**src/rtl/riscv_muldiv.sv**
```systemverilog
// Iterative RV32M execute unit: radix-2 shift-add multiply and restoring divide
// on operand magnitudes, with sign correction folded into the final iteration.
module riscv_muldiv #(
    parameter int XLEN = 32
) (
    input  logic            clk,
    input  logic            rst_n,
    input  logic            req_valid,
    output logic            req_ready,
    input  logic [2:0]      req_funct3,
    input  logic [XLEN-1:0] req_op_a,
    input  logic [XLEN-1:0] req_op_b,
    input  logic            kill,
    output logic            rsp_valid,
    input  logic            rsp_ready,
    output logic [XLEN-1:0] rsp_result,
    output logic            busy
);
    localparam int CW = $clog2(XLEN);
    localparam logic [CW-1:0] LAST = CW'(XLEN - 1);

    typedef enum logic [1:0] {IDLE, CALC, DONE} state_e;

    state_e            state_q, state_d;
    logic [CW-1:0]     cnt_q, cnt_d;
    logic [2:0]        funct3_q, funct3_d;
    logic [2*XLEN-1:0] acc_q, acc_d;
    logic [XLEN-1:0]   opb_q, opb_d;
    logic              neg_q, neg_d;
    logic              rem_neg_q, rem_neg_d;
    logic [XLEN-1:0]   result_q, result_d;

    logic              a_signed, b_signed, a_neg, b_neg;
    logic              is_div, div_zero, div_ovf;
    logic [XLEN-1:0]   mag_a, mag_b;

    // Request decode: which operands are signed, their magnitudes, special cases
    always_comb begin
        a_signed = (req_funct3 == 3'b001) || (req_funct3 == 3'b010) ||
                   (req_funct3 == 3'b100) || (req_funct3 == 3'b110);
        b_signed = (req_funct3 == 3'b001) || (req_funct3 == 3'b100) ||
                   (req_funct3 == 3'b110);
        a_neg    = a_signed & req_op_a[XLEN-1];
        b_neg    = b_signed & req_op_b[XLEN-1];
        mag_a    = a_neg ? -req_op_a : req_op_a;
        mag_b    = b_neg ? -req_op_b : req_op_b;
        is_div   = req_funct3[2];
        div_zero = is_div && (req_op_b == '0);
        div_ovf  = is_div && !req_funct3[0] &&
                   (req_op_a == {1'b1, {(XLEN-1){1'b0}}}) && (req_op_b == '1);
    end

    logic [XLEN:0]     mul_sum, div_trial, div_diff;
    logic [2*XLEN-1:0] acc_step, product;
    logic [XLEN-1:0]   quot, rem, final_result;

    // One iteration: acc holds {partial, multiplier} or {remainder, dividend/quotient}
    always_comb begin
        mul_sum   = {1'b0, acc_q[2*XLEN-1:XLEN]} + (acc_q[0] ? {1'b0, opb_q} : '0);
        div_trial = {acc_q[2*XLEN-1:XLEN], acc_q[XLEN-1]};
        div_diff  = div_trial - {1'b0, opb_q};
        if (funct3_q[2]) begin
            if (!div_diff[XLEN]) begin
                acc_step = {div_diff[XLEN-1:0], acc_q[XLEN-2:0], 1'b1};
            end else begin
                acc_step = {div_trial[XLEN-1:0], acc_q[XLEN-2:0], 1'b0};
            end
        end else begin
            acc_step = {mul_sum, acc_q[XLEN-1:1]};
        end
        product = neg_q ? -acc_step : acc_step;
        quot    = neg_q ? -acc_step[XLEN-1:0] : acc_step[XLEN-1:0];
        rem     = rem_neg_q ? -acc_step[2*XLEN-1:XLEN] : acc_step[2*XLEN-1:XLEN];
        case (funct3_q)
            3'b000:         final_result = product[XLEN-1:0];
            3'b001, 3'b010,
            3'b011:         final_result = product[2*XLEN-1:XLEN];
            3'b100, 3'b101: final_result = quot;
            default:        final_result = rem;
        endcase
    end

    always_comb begin
        state_d   = state_q;
        cnt_d     = cnt_q;
        funct3_d  = funct3_q;
        acc_d     = acc_q;
        opb_d     = opb_q;
        neg_d     = neg_q;
        rem_neg_d = rem_neg_q;
        result_d  = result_q;
        case (state_q)
            IDLE: begin
                if (req_valid && !kill) begin
                    funct3_d  = req_funct3;
                    neg_d     = a_neg ^ b_neg;
                    rem_neg_d = a_neg;
                    cnt_d     = '0;
                    acc_d     = {{XLEN{1'b0}}, (is_div ? mag_a : mag_b)};
                    opb_d     = is_div ? mag_b : mag_a;
                    if (div_zero) begin
                        result_d = req_funct3[1] ? req_op_a : '1;
                        state_d  = DONE;
                    end else if (div_ovf) begin
                        result_d = req_funct3[1] ? '0 : req_op_a;
                        state_d  = DONE;
                    end else begin
                        state_d = CALC;
                    end
                end
            end
            CALC: begin
                if (kill) begin
                    state_d = IDLE;
                end else begin
                    acc_d = acc_step;
                    cnt_d = cnt_q + CW'(1);
                    if (cnt_q == LAST) begin
                        result_d = final_result;
                        state_d  = DONE;
                    end
                end
            end
            DONE: begin
                if (kill || rsp_ready) begin
                    state_d = IDLE;
                end
            end
            default: state_d = IDLE;
        endcase
    end

    always_ff @(posedge clk or negedge rst_n) begin
        if (!rst_n) begin
            state_q   <= IDLE;
            cnt_q     <= '0;
            funct3_q  <= '0;
            acc_q     <= '0;
            opb_q     <= '0;
            neg_q     <= 1'b0;
            rem_neg_q <= 1'b0;
            result_q  <= '0;
        end else begin
            state_q   <= state_d;
            cnt_q     <= cnt_d;
            funct3_q  <= funct3_d;
            acc_q     <= acc_d;
            opb_q     <= opb_d;
            neg_q     <= neg_d;
            rem_neg_q <= rem_neg_d;
            result_q  <= result_d;
        end
    end

    assign req_ready  = (state_q == IDLE);
    assign rsp_valid  = (state_q == DONE);
    assign busy       = (state_q != IDLE);
    assign rsp_result = result_q;

endmodule

```
**config.mk**
```make
export PLATFORM = sky130hd
export DESIGN_NAME = riscv_muldiv
export DESIGN_NICKNAME = d
export VERILOG_FILES = /design/src/rtl/riscv_muldiv.sv
export SDC_FILE = /design/constraint.sdc
export NUM_CORES = 1
export LEC_CHECK = 0
export CAP_MARGIN = 20
export CORE_MARGIN = 2
export CORE_UTILIZATION = 37
export CTS_BUF_LIST = sky130_fd_sc_hd__clkbuf_4 sky130_fd_sc_hd__clkbuf_8
export CTS_CLUSTER_DIAMETER = 40
export CTS_CLUSTER_SIZE = 20
export DETAILED_ROUTE_END_ITERATION = 12
export PLACE_DENSITY = 0.63
export SLEW_MARGIN = 20
export SYNTH_ARGS = -nofsm -noshare
export SYNTH_HDL_FRONTEND = slang
export SYNTH_SLANG_ARGS = --single-unit
export TNS_END_PERCENT = 50
```
**constraint.sdc**
```tcl
create_clock -name clk -period 15.25 [get_ports clk]
set_clock_uncertainty 0.2 [all_clocks]
set_input_delay 1.525 -clock clk [delete_from_list [all_inputs] [get_ports clk]]
set_output_delay 1.525 -clock clk [all_outputs]
set_load 0.02 [all_outputs]
```
Yosys cells after proc, flatten, opt, wreduce, memory -nomap -nowiden --
Cells that the tools add are included.
Storage, ports and cells: register bits 140, latch bits 0, bits in writable memories 0, ROM bits 0, input bits 72, output and inout port bits 35, word-level logic and storage cells 95, memories 0
Cells by class: $add $sub $neg 8, multiply operators 0, divide/modulo/power cells 0, magnitude comparators 0, eq/ne operators 20, shift operators 0, mux-type cells 32, bitwise logic cells 3, reduce and logical (&&, ||, !) cells 24
Operators by type and width (number):
- $mux 32 | 14
- $mux 64 | 5
- $neg 32->32 | 4
- $pmux 64 s2 | 1
- $pmux 32 s3 | 1
- $eq 32x32->1 const B | 2
- $neg 64->64 | 1
- $pmux 32 s2 | 1
- $add 32x32->33 | 1
- $sub 33x32->33 | 1
- $logic_not 32->1 | 1
- $eq 3x3->1 const B | 4
- $mux 2 | 6
- $mux 5 | 2
- $pmux 5 s2 | 1
- $eq 3x2->1 const B | 3
- $eq 3x1->1 const B | 2
- $logic_or 1x1->1 | 6
- $pmux 2 s3 | 1
- $reduce_and 3->1 | 2
- $add 5x1->5 const B | 1
- $eq 5x5->1 const B | 1
- $logic_and 1x1->1 | 5
- $reduce_and 5->1 | 1
- 15 further kinds | 20

Logic depth before layout (Yosys ltp) --
word-level depth 9, depth in mapped cells 26, depth with buffers taken out 21

Worst setup path before layout --
Ideal clock, no wire load.
path kind reg-to-reg, start register acc_q[57], end register result_q[26] (netlist: rsp_result[26]), library setup time 0.094 ns, arrival time 5.228 ns, required time 14.956 ns, path slack 9.728 ns, stages on the path, launching flop included 25, period minus slack after synthesis 5.522 ns, cells stage by stage dfrtp_1 > ha_1 > buf_4 > nand4_1 > or3_1 > a211oi_2 > a221oi_1 > or4b_1 > buf_2 > buf_6 > buf_6 > clkbuf_1 > mux2i_1 > buf_2 > ha_1 > nand3_1 > nor2_1 > nand4_1 > nor3_1 > nand4_1 > nor4_2 > inv_1 > o21ai_1 > a221oi_1 > a211oi_1
Between the ends: word-level cells in the longest chain between the ends 9
RTL lines:
- start, declared | line 27 | logic [2*XLEN-1:0] acc_q, acc_d;
- start signal, assigned | line 138 | acc_q <= '0;
- start signal, assigned | line 147 | acc_q <= acc_d;
- $sub 33x32->33 | line 61 | div_diff = div_trial - {1'b0, opb_q};
- $mux 64 | line 63 | if (!div_diff[XLEN]) begin
- $mux 64 (*) | line 62 | if (funct3_q[2]) begin
- $neg 64->64 (tied with other cells) | line 71 | product = neg_q ? -acc_step : acc_step;
- $mux 64 (tied with other cells) | line 71
- $pmux 32 s3 (*) | line 74 | case (funct3_q)
- $mux 32 (*) | line 118 | if (cnt_q == LAST) begin
- $mux 32 (*) | line 113 | if (kill) begin
- $pmux 32 s2 (*) | line 92 | case (state_q)
- end signal, assigned | line 151 | result_q <= result_d;
- end, declared | line 31 | logic [XLEN-1:0] result_q, result_d;
Mark *: on every way between the ends. The rest lies on a longest branch, timed or not. The select of a mux whose other input is x is not followed. A chain may end at the register's enable or synchronous reset.

Worst setup path in the final report --
start register opb_q[26], end register result_q[26] (netlist: rsp_result[26])
Between the ends: word-level cells in the longest chain between the ends 9
RTL lines:
- start, declared | line 28 | logic [XLEN-1:0] opb_q, opb_d;
- start signal, assigned | line 148 | opb_q <= opb_d;
- $sub 33x32->33 or $mux 32 (tied branches) | line 61, 59
- $mux 64 or $add 32x32->33 (tied branches) | line 63, 59
- $mux 64 (*) | line 62
- $neg 64->64 (tied with other cells) | line 71
- $mux 64 (tied with other cells) | line 71
- $pmux 32 s3 (*) | line 74
- $mux 32 (*) | line 118
- $mux 32 (*) | line 113
- $pmux 32 s2 (*) | line 92
Marks and branches as above.

==> summary.md <==
| Metric | Value |
|---|---|
| CTS Buf Count | 17 |
| RSZ-0062 raised after global routing | false |
| Fin. Hold Viols | 0 |
| DR vias | approximately 17000 |
| Setup TNS | 0 ns |
| DRT Wirelength | approximately 66000 microns |
| Final setup violation count | 0 |
| Vias in the first global route | approximately 16000 |
| Rows | between 70 and 80 |
| Crit path from | opb_q[26]$_DFFE_PN0P_ |
| Critical path data arrival time | 7.02 ns |
| Synth cell types | 91 |
| # Post-CTS Setup Buffers | 0 |
| Warnings, synthesis | 0 |
| Final net count | 2369 |
| Crit. End Element | flip-flop |
| LEAKAGE | approximately 0.007 uW |
| Clk root buf | clkbuf_8 |
| Initial antenna violation count | 1 |
| Synth Register Bits | 140 |
| First-pass iteration count of the detailed router | 6 |
| Worst min-delay path class | flip-flop to flip-flop |
| Placed cells | roughly 2700 |
| Total track usage | slightly below 30% |
| Layout area overhead | 12.0% |
| Worst reg2reg path startpoint | opb_q[26]$_DFFE_PN0P_ |
| Clk Latency, worst-skew pair | about 0.5 ns |
| Met3 Routed Length | around 5400 microns |
| Post-CTS resize count | 0 |
| Fillcell total | about 4300 |
| Area of the multi-input gates | 11500 sq um |
| # hold bufs at CTS | 0 |
| Max Slew Vio Count | 0 |
| # diodes | 0 |
| IO Pins | 107 |
| Synth Area per Inst | 7.17 sq um |
| Crit Path Class | flip-flop to flip-flop |
| IO buf count | approximately 110 |
| CTS clk-pin slew, worst paths | 0.10 ns |
| Max VDD drop | 217 uV |
| Initial Util | 37.7% |
| Post-synth top area share | between 20% and 30% |
| R2R cell count | 21 |
| Met1 wire length | roughly 28000 microns |
| R2R Path End | rsp_result[26]$_DFFE_PN0P_ |
| Outcome | complete, no violations |
| Finished Layout Cells | about 2800 |
| PwrDens | about 170 nW/um^2 |
| Cell with the most instances after synthesis | a21oi_1 |
| Post-synth EDFFs | 0 |
| Commonest cells in the netlist | a21oi_1, nand2_1, o21ai_0, nor2_1, dfrtp_1 |
| Worst setup SP type | flip-flop |
| Synth Flop Type | dfrtp_1 |
| Core area | 42100 sq um |
| Chip Height | around 210 microns |
| Dominant cell type by area after synthesis | dfrtp_1 |
| FF/Latch Area | approximately 3500 sq um |
| Vias per cell | roughly 6.2 |
| Worst slew margin | 31.3% |
| Max Fclk | between 100 and 150 MHz |
| Cell Area, Synth | between 15000 and 20000 sq um |
| Uppermost layer routed | met5 |
| Tcrit/Tclk final | between 40% and 50% |
| Die width | 211 microns |
| Sink Count | 140 |
| Global route overflow | 0 |
| Worst-Margin Slew | ~1.0 ns |
| Wire per inst | between 20 and 25 microns |
| Clk buf depth | 2 |
| Syn nets | 2358 |
| DRT iter0 DRCs | 1897 |
| FF-to-FF setup slack | 8.45 ns |
| Antenna-violating nets left | 0 |
| Synthesized instance count | 2213 |
| CTS tree | built |
| Max Cap Viol | 0 |
| Setup crit end | rsp_result[26]$_DFFE_PN0P_ |
| # DRC | 0 |
| Largest net degree at the start of global routing | 95 |
| Global-route wire length before repair | approximately 100000 microns |
| CP required | 15.47 ns |
| H-tree lvl count | 4 |
| CP Max Fanout | 34 |
| Layout cells sized above 1 | ~5.2% |
| GP Congestion | about 0.99 |
| Async SR Flop Fraction | between 90% and 100% |
| Min Tclk post-route | approximately 6.8 ns |
| Sequential fraction of the synthesis area | 22.1% |
| Metal2 WL | 29600 microns |
| Die Area | 44600 sq um |
| Post-DP HPWL | roughly 51000 microns |
| Leading post-synthesis cells by cell area | dfrtp_1, a21oi_1, o21ai_0 |
-- layout make-up --
cell class              count  area share, %
clock buffers              18           1.39
clock inverters            14           1.18
inverters                  77           1.63
multi-input cells        1848           64.9
flip-flops and latches    140           19.7
well taps                 539           3.80
repair buffers            140           7.40
-- flip-flops by register name (all words and copies together) (netlist names) --
signal and count:
neg_q 1, state_q 2, acc_q 64, funct3_q 3, opb_q 32, rsp_result 32
rem_neg_q 1, cnt_q 5
-- report_power, final --
| group | internal, uW | switching [uW] | total [uW] |
|---|---|---|---|
| Combinational | 702 | 1340 | 2040 |
| Sequential | 448 | 109 | 557 |
| Clock | 186 | 180 | 367 |
| Total | 1340 | 1630 | 2970 |
-- cell usage in the layout, fill, tap and decap left out, types with 18 or more instances in the layout --
cell type / synthesis / routed
a21oi_1: 252 / 252
nand2_1: 242 / 241
o21ai_0: 223 / 222
nor2_1: 207 / 205
dfrtp_1: 140 / 139
clkdlybuf4s50_1: 0 / 104
xnor2_1: 83 / 83
inv_1: 76 / 76
ha_1: 71 / 71
xor2_1: 67 / 67
nor3_1: 57 / 56
mux2i_1: 55 / 55
and2_1: 40 / 40
buf_4: 1 / 35
nand3_1: 34 / 34
a211oi_1: 34 / 33
nand4_1: 33 / 33
a31oi_1: 29 / 29
a21o_1: 28 / 28
o211ai_1: 28 / 28
o31ai_1: 25 / 25
a22o_1: 21 / 21
or3_1: 20 / 20
o21a_1: 19 / 19
a221oi_1: 18 / 18
clkbuf_8: 0 / 18
-- how the worst min path moves through the flow --
stage                                           from                         end  slack (ns)  cells past startpoint
after floorplan                 cnt_q[4]$_DFFE_PN0P_        cnt_q[4]$_DFFE_PN0P_        0.25                      2
after global placement          cnt_q[4]$_DFFE_PN0P_        cnt_q[4]$_DFFE_PN0P_        0.26                      2
after detailed placement  rsp_result[10]$_DFFE_PN0P_  rsp_result[10]$_DFFE_PN0P_        0.27                      2
after CTS                  rsp_result[7]$_DFFE_PN0P_   rsp_result[7]$_DFFE_PN0P_        0.29                      2
after global routing            cnt_q[4]$_DFFE_PN0P_        cnt_q[4]$_DFFE_PN0P_        0.33                      2
final                     rsp_result[10]$_DFFE_PN0P_  rsp_result[10]$_DFFE_PN0P_        0.29                      2
-- cells by family (layout without fill, tap and decap cells) --
| family | Yosys count | in the layout | synth area share (%) |
|---|---|---|---|
| adder cells (fa/ha/maj) | 75 | 75 | 5.98 |
| XOR/XNOR | 150 | 150 | 8.28 |
| AND/OR/NAND/NOR | 760 | 760 | 22.9 |
| flip-flops | 140 | 140 | 22.1 |
| buffers and inverters | 225 | 249 | 5.56 |
| AO/OA/AOI/OAI | 799 | 799 | 31.0 |
| multiplexers | 64 | 64 | 4.12 |
-- per-stage QoR --
| step | hold WS, ns | setup WS, ns | power (uW) | util, % | instance area [sq um] |
|---|---|---|---|---|---|
| global route | 0.328 | 8.11 | 3160 | 42.2 | 17800 |
| global placement | 0.256 | 8.60 | 2520 | 41.1 | 17300 |
| CTS | 0.293 | 8.66 | 2920 | 42.2 | 17800 |
| detailed placement | 0.270 | 8.54 | 2550 | 41.1 | 17300 |
| floorplan | 0.245 | 9.73 | 1930 | - | 15900 |
| finish | 0.286 | 8.45 | 2970 | 42.2 | 17800 |
-- worst max-delay path: stages (launching register included) --
cell and delay (ns):
dfrtp_1 0.40, inv_1 0.06, ha_1 0.50, nand4_1 0.19, or3_1 0.47, a211oi_2 0.45
a221oi_1 0.21, or4b_1 0.53, buf_4 0.29, mux2i_1 0.20, buf_4 0.20, ha_1 0.22
nand3_1 0.12, nor2_1 0.23, nand4_1 0.21, nor3_1 0.67, nand4_1 0.32, nor4_2 0.61
inv_1 0.13, o21ai_1 0.16, a221oi_1 0.10, a211oi_1 0.22
-- per-layer routing --
metal,global-route usage [%],vias up
met3,4.80,137
met1,39.4,8292
met2,46.6,796
li1,-,8097
met5,0,-
met4,13.6,2
(Power assumes the default switching activity.)
